File: src/rtl/fp_op_sequencer_if.sv
`default_nettype none
// ============================================================================
// Module      : fp_op_sequencer_if
// Description : Execute-stage / FP datapath handshake bundle for the FP
//               operation sequencer.
// Revision    : 1.0 - initial release
// ============================================================================
interface fp_op_sequencer_if;
  logic       FpValidE;
  logic [2:0] FpOpE;
  logic [4:0] RdE;
  logic       FlushE;
  logic       UnitDone;

  logic       FpStart;
  logic [2:0] FpOpOut;
  logic [4:0] RdF;
  logic       BusyF;
  logic       DoneF;
  logic       RegWriteF;
  logic       ErrorF;
  logic       IllegalF;

  modport master (
    output FpValidE, FpOpE, RdE, FlushE, UnitDone,
    input  FpStart, FpOpOut, RdF, BusyF, DoneF, RegWriteF, ErrorF, IllegalF
  );

  modport slave (
    input  FpValidE, FpOpE, RdE, FlushE, UnitDone,
    output FpStart, FpOpOut, RdF, BusyF, DoneF, RegWriteF, ErrorF, IllegalF
  );
endinterface
`default_nettype wire

File: src/rtl/fp_op_sequencer.sv
`default_nettype none
// ============================================================================
// Module      : fp_op_sequencer
// Description : Issues multi-cycle FP ops, tracks fixed/variable completion
//               and drives the BusyF/DoneF stall pair plus writeback control.
// Revision    : 1.0 - initial release
// ============================================================================
module fp_op_sequencer #(
  parameter int LAT_ADD = 3,
  parameter int LAT_MUL = 4,
  parameter int TIMEOUT = 64,
  parameter int CNT_W   = 7
) (
  input  logic              clk,
  input  logic              rst_n,
  fp_op_sequencer_if.slave  bus
);

  localparam logic [1:0] c_stIdle = 2'd0;
  localparam logic [1:0] c_stExec = 2'd1;
  localparam logic [1:0] c_stWait = 2'd2;
  localparam logic [1:0] c_stDone = 2'd3;

  localparam logic [2:0] c_opMul  = 3'b010;
  localparam logic [2:0] c_opDiv  = 3'b011;
  localparam logic [2:0] c_opSqrt = 3'b100;
  localparam logic [2:0] c_opRsv  = 3'b111;

  localparam logic [CNT_W-1:0] c_latAdd    = CNT_W'(LAT_ADD);
  localparam logic [CNT_W-1:0] c_latMul    = CNT_W'(LAT_MUL);
  localparam logic [CNT_W-1:0] c_lastWait  = CNT_W'(TIMEOUT - 1);
  localparam logic [CNT_W-1:0] c_one       = CNT_W'(1);

  logic [1:0]       r_state;
  logic [1:0]       w_stateNext;
  logic [CNT_W-1:0] r_cnt;
  logic [CNT_W-1:0] w_cntNext;

  logic             r_fpStart;
  logic             r_done;
  logic             r_regWrite;
  logic             r_error;
  logic             r_illegal;
  logic [2:0]       r_fpOp;
  logic [4:0]       r_rd;

  logic             w_canIssue;
  logic             w_present;
  logic             w_accept;
  logic             w_illegal;
  logic             w_isVarLat;
  logic [CNT_W-1:0] w_fixLat;
  logic             w_toDone;
  logic             w_abort;

  // A new op may issue from IDLE or in the DONE cycle (back-to-back).
  assign w_canIssue = (r_state == c_stIdle) || (r_state == c_stDone);
  assign w_present  = bus.FpValidE & ~bus.FlushE & w_canIssue;
  assign w_accept   = w_present & (bus.FpOpE != c_opRsv);
  assign w_illegal  = w_present & (bus.FpOpE == c_opRsv);
  assign w_isVarLat = (bus.FpOpE == c_opDiv) || (bus.FpOpE == c_opSqrt);
  assign w_fixLat   = (bus.FpOpE == c_opMul) ? c_latMul : c_latAdd;

  always_comb begin
    w_stateNext = r_state;
    w_cntNext   = r_cnt;
    w_toDone    = 1'b0;
    w_abort     = 1'b0;
    case (r_state)
      c_stIdle, c_stDone: begin
        w_stateNext = c_stIdle;
        if (w_accept) begin
          if (w_isVarLat) begin
            w_stateNext = c_stWait;
            w_cntNext   = '0;
          end else begin
            w_stateNext = c_stExec;
            w_cntNext   = w_fixLat;
          end
        end
      end
      c_stExec: begin
        if (r_cnt == c_one) begin
          w_stateNext = c_stDone;
          w_toDone    = 1'b1;
        end else begin
          w_cntNext = r_cnt - c_one;
        end
      end
      c_stWait: begin
        w_cntNext = r_cnt + c_one;
        // Completion takes priority over a timeout landing in the same cycle.
        if (bus.UnitDone) begin
          w_stateNext = c_stDone;
          w_toDone    = 1'b1;
        end else if (r_cnt == c_lastWait) begin
          w_stateNext = c_stDone;
          w_toDone    = 1'b1;
          w_abort     = 1'b1;
        end
      end
      default: begin
        w_stateNext = c_stIdle;
      end
    endcase
  end

  always_ff @(posedge clk or negedge rst_n) begin
    if (!rst_n) begin
      r_state    <= c_stIdle;
      r_cnt      <= '0;
      r_fpStart  <= 1'b0;
      r_done     <= 1'b0;
      r_regWrite <= 1'b0;
      r_error    <= 1'b0;
      r_illegal  <= 1'b0;
      r_fpOp     <= 3'b000;
      r_rd       <= 5'd0;
    end else begin
      r_state    <= w_stateNext;
      r_cnt      <= w_cntNext;
      r_fpStart  <= w_accept;
      r_done     <= w_toDone;
      r_regWrite <= w_toDone & ~w_abort;
      r_error    <= w_toDone & w_abort;
      r_illegal  <= w_illegal;
      if (w_accept) begin
        r_fpOp <= bus.FpOpE;
        r_rd   <= bus.RdE;
      end
    end
  end

  // BusyF stays combinational so the front end stalls in the accept cycle.
  assign bus.BusyF     = rst_n & (w_accept | (r_state == c_stExec) | (r_state == c_stWait));
  assign bus.FpStart   = r_fpStart;
  assign bus.FpOpOut   = r_fpOp;
  assign bus.RdF       = r_rd;
  assign bus.DoneF     = r_done;
  assign bus.RegWriteF = r_regWrite;
  assign bus.ErrorF    = r_error;
  assign bus.IllegalF  = r_illegal;

endmodule
`default_nettype wire

File: src/flat_wrapper.sv
// flat-port wrapper written by rule: the top's interface ports become plain ports
module fp_op_sequencer_flat 
#(
  parameter int LAT_ADD = 3,
  parameter int LAT_MUL = 4,
  parameter int TIMEOUT = 64,
  parameter int CNT_W   = 7
)
  (clk, rst_n, bus_FpValidE, bus_FpOpE, bus_RdE, bus_FlushE, bus_UnitDone, bus_FpStart, bus_FpOpOut, bus_RdF, bus_BusyF, bus_DoneF, bus_RegWriteF, bus_ErrorF, bus_IllegalF);
  fp_op_sequencer_if bus_i ();
  input  logic clk;
  input  logic rst_n;
  input wire logic [$bits(bus_i.FpValidE)-1:0] bus_FpValidE;
  input wire logic [$bits(bus_i.FpOpE)-1:0] bus_FpOpE;
  input wire logic [$bits(bus_i.RdE)-1:0] bus_RdE;
  input wire logic [$bits(bus_i.FlushE)-1:0] bus_FlushE;
  input wire logic [$bits(bus_i.UnitDone)-1:0] bus_UnitDone;
  output wire logic [$bits(bus_i.FpStart)-1:0] bus_FpStart;
  output wire logic [$bits(bus_i.FpOpOut)-1:0] bus_FpOpOut;
  output wire logic [$bits(bus_i.RdF)-1:0] bus_RdF;
  output wire logic [$bits(bus_i.BusyF)-1:0] bus_BusyF;
  output wire logic [$bits(bus_i.DoneF)-1:0] bus_DoneF;
  output wire logic [$bits(bus_i.RegWriteF)-1:0] bus_RegWriteF;
  output wire logic [$bits(bus_i.ErrorF)-1:0] bus_ErrorF;
  output wire logic [$bits(bus_i.IllegalF)-1:0] bus_IllegalF;
  assign bus_i.FpValidE = bus_FpValidE;
  assign bus_i.FpOpE = bus_FpOpE;
  assign bus_i.RdE = bus_RdE;
  assign bus_i.FlushE = bus_FlushE;
  assign bus_i.UnitDone = bus_UnitDone;
  assign bus_FpStart = bus_i.FpStart;
  assign bus_FpOpOut = bus_i.FpOpOut;
  assign bus_RdF = bus_i.RdF;
  assign bus_BusyF = bus_i.BusyF;
  assign bus_DoneF = bus_i.DoneF;
  assign bus_RegWriteF = bus_i.RegWriteF;
  assign bus_ErrorF = bus_i.ErrorF;
  assign bus_IllegalF = bus_i.IllegalF;
  fp_op_sequencer #(.LAT_ADD(LAT_ADD), .LAT_MUL(LAT_MUL), .TIMEOUT(TIMEOUT), .CNT_W(CNT_W)) u_core (.clk(clk), .rst_n(rst_n), .bus(bus_i));
endmodule
File: config.mk
export PLATFORM = sky130hd
export DESIGN_NAME = fp_op_sequencer_flat
export DESIGN_NICKNAME = d
export VERILOG_FILES = /design/src/rtl/fp_op_sequencer_if.sv /design/src/rtl/fp_op_sequencer.sv /design/src/flat_wrapper.sv
export SDC_FILE = /design/constraint.sdc
export NUM_CORES = 1
export LEC_CHECK = 0
export ABC_AREA = 0
export CAP_MARGIN = 20
export CORE_UTILIZATION = 54
export DETAILED_ROUTE_END_ITERATION = 8
export PLACE_DENSITY = 0.84
export SLEW_MARGIN = 20
export SYNTH_ARGS = -nofsm -noshare
export SYNTH_HDL_FRONTEND = slang
export SYNTH_SLANG_ARGS = --single-unit
export TNS_END_PERCENT = 10
File: constraint.sdc
create_clock -name clk -period 3.93 [get_ports clk]
set_input_delay 0.786 -clock clk [delete_from_list [all_inputs] [get_ports clk]]
set_output_delay 0.786 -clock clk [all_outputs]
set_load 0.02 [all_outputs]
* Word level (Yosys, flattened, before mapping) *
Index checks and enable logic that the tools add are counted.

word-level totals
  bits in writable memories = 0
  flip-flop bits (word level) = 22
  logic and storage cells = 59
  latch bits = 0
  input port bits = 13
  output and inout bits = 14
  ROM bits = 0
  memories = 0

operators by class
  equal/unequal tests = 14
  multiply operators = 0
  div/mod/pow operators = 0
  multiplexer cells = 17
  reductions and logical operators = 6
  bitwise logic cells = 11
  order comparisons = 0
  $add $sub $neg = 2
  shifts and indexed selects = 0

operator list
  kind                 number
  $mux 7               3
  $pmux 7 s3           1
  $mux 2               5
  $add 7x1->7 const B  1
  $and 1x1->1          7
  $eq 7x1->1 const B   1
  $eq 7x6->1 const B   1
  $sub 7x1->7 const B  1
  $eq 3x2->1 const B   2
  $eq 3x3->1 const B   2
  $pmux 2 s3           1
  $mux 1               5
  $eq 2x2->1 const B   2
  $ne 2x1->1 const B   2
  $reduce_and 2->1     2
  $mux 3               1
  $ne 3x2->1 const B   1
  $ne 3x3->1 const B   1
  $eq 2x1->1 const B   1
  $logic_not 2->1      1
  $logic_or 1x1->1     2
  $ne 2x2->1 const B   1
  $not 1->1            2
  $or 1x1->1           2
  other kinds (2)      2

* Depth between registers and ports, before layout *
Gate-level depths: netlist of the first run.

  depth after elaboration = 7
  gate-level depth with buffers = 9
  mapped depth without buffers = 7

* Worst setup path before layout of the first run *
No wires, ideal clock.

  path kind = input to output
  from = in bus_FlushE
  to = out bus_BusyF
  path buffers = 1
  data arrival time = 1,811 ps
  cell stages on the path = 4
  required time = 3,144 ps
  slack = 1,333 ps
  cell sequence = nand3b_2 -> nand2b_1 -> buf_6 -> a21boi_0

between the ends
  cells in the longest elaborated chain, start to end = 7

ends and longest elaborated chain
  element                    line                    source
  start: declaration         flat_wrapper.sv:16      input wire logic [$bits(bus_i.FlushE)-1:0] bus_FlushE;
  $not 1->1                  fp_op_sequencer.sv:58   assign w_present = bus.FpValidE & ~bus.FlushE & w_canIssue;
  $and 1x1->1 (2 in series)  fp_op_sequencer.sv:58
  $and 1x1->1                fp_op_sequencer.sv:59   assign w_accept = w_present & (bus.FpOpE != c_opRsv);
  $or 1x1->1 (2 in series)   fp_op_sequencer.sv:135  assign bus.BusyF = rst_n & (w_accept | (r_state == c_stExec) | (r_state == c_stWait));
  $and 1x1->1                fp_op_sequencer.sv:135
  end: declaration           flat_wrapper.sv:21      output wire logic [$bits(bus_i.BusyF)-1:0] bus_BusyF;

No other way between the ends.

* Worst setup path in the final report of the first run *
  from = reg u_core.r_state[0]
  to = out bus_BusyF

between the ends
  cells in the longest elaborated chain, start to end = 7
  elaborated cells on any way between the ends = 10
  classes of those cells = eq/ne: 3; bitwise: 5; reduce/logical: 2

ends and longest elaborated chain
  element                                        line                    source
  start: declaration                             fp_op_sequencer.sv:34   logic [1:0] r_state;
  start signal: assignment                       fp_op_sequencer.sv:110  r_state <= c_stIdle;
  start signal: assignment                       fp_op_sequencer.sv:120  r_state <= w_stateNext;
  $eq 2x2->1 or $logic_not 2->1 (tied branches)  fp_op_sequencer.sv:57   assign w_canIssue = (r_state == c_stIdle) || (r_state == c_stDone);
  $logic_or 1x1->1                               fp_op_sequencer.sv:57
  $and 1x1->1                                    fp_op_sequencer.sv:58
  $and 1x1->1                                    fp_op_sequencer.sv:59
  $or 1x1->1                                     fp_op_sequencer.sv:135
  $or 1x1->1 (*)                                 fp_op_sequencer.sv:135
  $and 1x1->1 (*)                                fp_op_sequencer.sv:135

Every way passes the cells marked *; elsewhere a longest branch is shown, timed or not.

==> out/qor.yml, run 1 <==
status: "complete, no violations"
yosys_most_used_dff: "dfrtp_1"
fin_crit_sh: 0.888
antenna_cells: 0
maxCapViolations: 0
cp_max_fo: 14
cp_data_arrival_time_ns: 2.70
grt_pass1_vias: 1013
hold_buffers: 0
cts.repair.resized: 0
vias: 1048
drcViolationCount: 0
gr-total-overflow: 0
synth.distinct_cells: 42
final_area_um2: 1590
r2r-start: "u_core.r_state[0]"
h-tree-depth: 1
clock_skew_ns: 0.00840
setup.worst_path.start_class: "register"
setup.worst_path.class: "reg -> out"
rows: 17
cts_tree: "built"
setup_tns_ns: 0
cts.path.max_buffers: 2
final_util: 0.711
critPathCaptureType: "output pin"
yosysSeqAreaShare: 0.427
yosysTopAreaCellShare: 0.427
syn2layout_area_growth_pct: 23.1
irDropWorstVdd_v: 0.000556
routedWlPerCell_um: 14.8
rsz0062_at_grt: "false"
root_buffer: "clkbuf_4"
min_from: "u_core.bus.RdF[2]"
cts_buffers: 3
fin_ws_ns: 0.442
grt_usage: 0.232
placed_area_um2: 1540
timing.fmax_mhz: 287
maxSlewHeadroom: 0.734
antenna_found_initial: 0
setup.worst_path.start: "u_core.r_state[0]"
syn_area_per_cell_um2: 9.70
wl_um: 2720
synth_seq_cells: 22
leakage_nw: 0.715
netlist_instances: 133
io_pins: 27
fp.dieArea_um2: 2590
coreArea_um2: 2230
gp_congestion: 0.812
nets: 175
post-route-min-period_ns: 3.49
die_h_um: 50.9
post_cts_buffers: 0
place_ws_ns: 0.517
syn-cell-area_um2: 1290
slew_violations: 0
die_x_um: 50.9
viasPerCell: 5.70
cp.required_ns: 3.14
grt_pass1_wl_um: 4450
netlist.top_cell.by_area: "dfrtp_1"
finalSetupViolCount: 0
place.detailed.hpwl_um: 2010
worstMarginPinSlew_ns: 0.400
insertion_delay_ns: 0.32
port_buffers: 26
initial_core_util: 0.578
cellPowerDensity_nw_per_um2: 833
hold_viol: 0
synth_edf_count: 0
clk_pin_slew_ns: 0.13
drt_first_pass_iters: 4
async_reset_ff_frac: 1.00
ant_nets: 0
drive_gt1_frac: 0.0962
ys_warn_count: 0
grt_max_degree: 23
synth_area_leaders: "dfrtp_1 (43%), nand2_1 (6.7%), ha_1 (4.8%)"
holdCritPathClass: "reg -> reg"
synth_fp_nets: 151
cts_num_sinks: 22
power_w: 0.00132
drtIter0Drc: 26
-- power breakdown --
part | internal (W) | total (W) | switching, W
combinational | 0.000336 | 0.000748 | 0.000412
clock | 0.000103 | 0.000177 | 0.0000741
sequential | 0.000313 | 0.000398 | 0.0000847
-- layout by cell type, fill, tap and decap left out, types with 2 or more instances in the layout --
cell,n
ha_1,5
a21oi_1,3
nand2_1,23
a21boi_0,2
o21ai_0,6
a21oi_2,2
mux2i_1,2
xor2_1,3
clkbuf_4,3
nand3_1,4
inv_1,6
nor2_2,2
dfrtp_1,22
nor2_1,8
a22o_1,6
clkdlybuf4s50_1,26
nand2b_1,2
o22a_1,3
xnor2_1,5
-- final timing paths --
check | end | slack (ns) | cells after the start
min in group asynchronous | u_core.bus.ErrorF | 0.88 | 2
max reg2reg | u_core.r_cnt[3] | 1.69 | 6
max | bus_BusyF | 0.44 | 6
max in group asynchronous | u_core.r_cnt[1] | 2.82 | 2
min reg2reg | u_core.bus.RdF[2] | 0.49 | 2
min | u_core.bus.RdF[2] | 0.49 | 2
-- logic make-up (layout without fill, tap and decap cells) --
family | Yosys count | in the layout | share of synthesized area
DFF | 22 | 22 | 0.427
AOI/OAI and AO/OA | 30 | 30 | 0.173
xor gates and xnor gates | 8 | 8 | 0.0543
adders and majority gates | 5 | 5 | 0.0485
muxes | 3 | 3 | 0.0272
buffers and inverters | 15 | 38 | 0.0650
and+or+nand+nor | 50 | 50 | 0.206
-- cell usage after synthesis, types with 2 or more instances --
cell      count
ha_1          5
xnor2_1       5
o22a_1        3
nand2b_1      2
a21boi_0      2
clkbuf_1      3
mux2i_1       2
a22o_1        6
a21oi_2       2
a21oi_1       3
xor2_1        3
nand2_1      23
inv_1         6
dfrtp_1      22
buf_6         3
nand3_1       4
o21ai_0       6
nor2_2        2
nor2_1        8
-- layer usage --
layer	track usage	vias to the layer above	routed length, um
met5	0	-	0
met2	0.387	30	1380
li1	-	509	-
met1	0.297	505	1200
met4	0.0926	0	36
met3	0.0417	4	106
-- critical path: stages, from the launching register on --
cell and delay [ns]:
dfrtp_1 0.38, inv_1 0.06, ha_1 0.53, nand3b_2 0.18, nand2b_1 0.33, a21boi_0 0.25
clkdlybuf4s50_1 0.64
-- area by class of cell --
cell class                      count  area, um^2
Timing Repair Buffer               27         268
Tap cell                           28        35.0
Sequential cell                    22         551
Clock buffer                        3        22.5
Inverter                            7        26.3
Clock inverter                      1        30.0
Multi-Input combinational cell     96         656
Fill cell                         177         646
-- stage by stage --
| step | std cells | hold WS (ns) |
|---|---|---|
| after global placement | 180 | 0.464 |
| final | 184 | 0.494 |
| after CTS | 184 | 0.498 |
| after global routing | 184 | 0.526 |
| after floorplan | 133 | 0.490 |
| after detailed placement | 180 | 0.466 |
-- state kept, by name (all words and copies together) (netlist names) --
| signal | cells |
|---|---|
| u_core.bus.DoneF | 1 |
| u_core.bus.ErrorF | 1 |
| u_core.bus.FpOpOut | 3 |
| u_core.bus.FpStart | 1 |
| u_core.bus.IllegalF | 1 |
| u_core.bus.RdF | 5 |
| u_core.bus.RegWriteF | 1 |
| u_core.r_cnt | 7 |
| u_core.r_state | 2 |
Note: power is estimated with default switching activity, not from simulation.
==> run 2, diff against run 1 <==
--- a/config.mk
+++ b/config.mk
@@ -8,4 +8,5 @@
 export ABC_AREA = 0
 export CAP_MARGIN = 20
+export CORE_MARGIN = 5
 export CORE_UTILIZATION = 54
 export DETAILED_ROUTE_END_ITERATION = 8
==> constraint.sdc (replaced) <==
create_clock -name clk -period 3.93 [get_ports clk]
set_input_delay 0.786 -clock clk [delete_from_list [all_inputs] [get_ports clk]]
set_output_delay 0.786 -clock clk [all_outputs]
set_load 0.1 [all_outputs]
==> run 2 against run 1 <==
  * Fmax rose by 11%
  * Count of clock-buffer cells in the layout did not move
  * Clock skew fell by 0.0067 ns
  * Sequential share of layout area fell by 0.22 points
  * Cell count did not move
  * Die area rose by 34%
  * Critical endpoint unchanged
==> out/qor.yml, run 2 (synthesized netlist as in run 1, its figures left out) <==
routedWlPerCell_um: 15.3  # was 14.8 um
viasPerCell: 5.74  # was 5.70
cts.repair.resized: 0  # unchanged
ant_nets: 0  # unchanged
wl_um: 2810  # was 2720 um
worstMarginPinSlew_ns: 0.982  # was 0.400 ns
setup.worst_path.class: "reg -> out"  # unchanged
cts_tree: "built"  # unchanged
setup.worst_path.start_class: "register"  # unchanged
grt_pass1_vias: 1045  # was 1013
critPathCaptureType: "output pin"  # unchanged
maxSlewHeadroom: 0.343  # was 0.734
h-tree-depth: 1  # unchanged
cp.required_ns: 3.14  # about the same
drcViolationCount: 0  # unchanged
largest_register: "u_core.r_cnt"  # unchanged
hold_depth: 2  # unchanged
status: "complete, no violations"  # unchanged
die_x_um: 58.9  # was 50.9 um
critPathSlowestCell: "ha_1"  # was clkdlybuf4s50_1
holdCritPathClass: "reg -> reg"  # unchanged
timing.fmax_mhz: 318  # was 287 MHz
rows: 17  # unchanged
insertion_delay_ns: 0.32  # about the same
hold_buffers: 0  # unchanged
grt_max_degree: 24  # was 23
cp_data_arrival_time_ns: 2.36  # was 2.70 ns
fin_crit_sh: 0.801  # was 0.888
grt_pass1_wl_um: 4800  # was 4450 um
drtIter0Drc: 12  # was 26
initial_core_util: 0.572  # was 0.578
maxCapViolations: 0  # unchanged
place.detailed.hpwl_um: 2060  # was 2010 um
port_buffers: 26  # unchanged
largest_reg_flops: 7  # unchanged
clk_pin_slew_ns: 0.13  # about the same
clock_skew_ns: 0.00167  # was 0.00840 ns
nets: 175  # unchanged
syn2layout_area_growth_pct: 23.9  # was 23.1%
root_buffer: "clkbuf_4"  # unchanged
drt_first_pass_iters: 4  # unchanged
cp_max_fo: 14  # unchanged
cts_buffers: 3  # unchanged
gp_congestion: 0.847  # was 0.812
slew_violations: 0  # unchanged
drive_gt1_frac: 0.103  # was 0.0962
cts.path.max_buffers: 2  # unchanged
grt_usage: 0.180  # was 0.232
gr-total-overflow: 0  # unchanged
worstPathCellList: "inv_1, ha_1, nand3b_2, nand2b_1, a21boi_1, buf_12"  # was inv_1, ha_1, nand3b_2, nand2b_1, a21boi_0, clkdlybuf4s50_1
fp.dieArea_um2: 3470  # was 2590 um^2
post_cts_buffers: 0  # unchanged
final_common_cell: "clkdlybuf4s50_1"  # unchanged
coreArea_um2: 2250  # was 2230 um^2
rsz0062_at_grt: "false"  # unchanged
antenna_found_initial: 0  # unchanged
cts_num_sinks: 22  # unchanged
setup_tns_ns: 0  # unchanged
cp_slowest_stage_delay_ns: 0.56  # was 0.64 ns
layout_common_cells: "clkdlybuf4s50_1 (25), nand2_1 (23), dfrtp_1 (22)"  # was clkdlybuf4s50_1 (26), nand2_1 (23), dfrtp_1 (22)
ff2ff_path_depth: 6  # unchanged
antenna_cells: 0  # unchanged
die_h_um: 58.9  # was 50.9 um
post-route-min-period_ns: 3.15  # was 3.49 ns
hold_viol: 0  # unchanged
vias: 1057  # was 1048
io_pins: 27  # unchanged
finalSetupViolCount: 0  # unchanged
[run 2: area by class of cell]
cell class	instances	area [um^2]
Multi-Input combinational cell	96	656
Clock buffer	3	22.5
Timing Repair Buffer	27	278
Inverter	7	26.3
Clock inverter	1	30.0
Tap cell	28	35.0
Fill cell	202	657
Sequential cell	22	551
[run 2: stage by stage]
stage	cells	instance area, um^2	setup slack (ns)	hold WS, ns	util
2_1_floorplan	133	1290	0.432	0.490	-
3_3_place_gp	180	1550	0.903	0.465	0.685
3_5_place_dp	180	1550	0.863	0.479	0.685
4_1_cts	184	1600	0.766	0.510	0.709
5_1_grt	184	1600	0.555	0.533	0.709
6_report	184	1600	0.783	0.504	0.709
[run 2: routing by layer]
layer	up-vias	part of all wire	GRT usage	routed length, um
met5	-	0	0	0
li1	503	-	-	-
met4	0	0.020	0.0906	57
met1	519	0.43	0.235	1210
met2	30	0.51	0.290	1430
met3	5	0.038	0.0263	107
[run 2: final timing paths]
| check | startpoint | end | slack, ns |
|---|---|---|---|
| worst max register to register | u_core.r_state[0] | u_core.r_cnt[3] | 1.67 |
| worst min register to register | u_core.bus.RdF[4] | u_core.bus.RdF[4] | 0.50 |
| max in group asynchronous | rst_n | u_core.bus.RdF[3] | 2.92 |
| worst max-delay path | u_core.r_state[0] | bus_BusyF | 0.78 |
| worst min-delay path | u_core.bus.RdF[4] | u_core.bus.RdF[4] | 0.50 |
| min in group asynchronous | rst_n | u_core.bus.FpOpOut[0] | 0.79 |
[run 2: worst max-delay path: cells and delay by family, from the launching register on]
kind	cells	cell delay (ns)
buffers and inverters	2	0.27
flip-flops	1	0.37
AND/OR/NAND/NOR	2	0.52
AO/OA/AOI/OAI	1	0.31
adder cells (fa/ha/maj)	1	0.56
Power of run 2 is left out: the tool's default activity adds up to more than one toggle a clock period on the data nets, which glitch-free logic cannot reach.
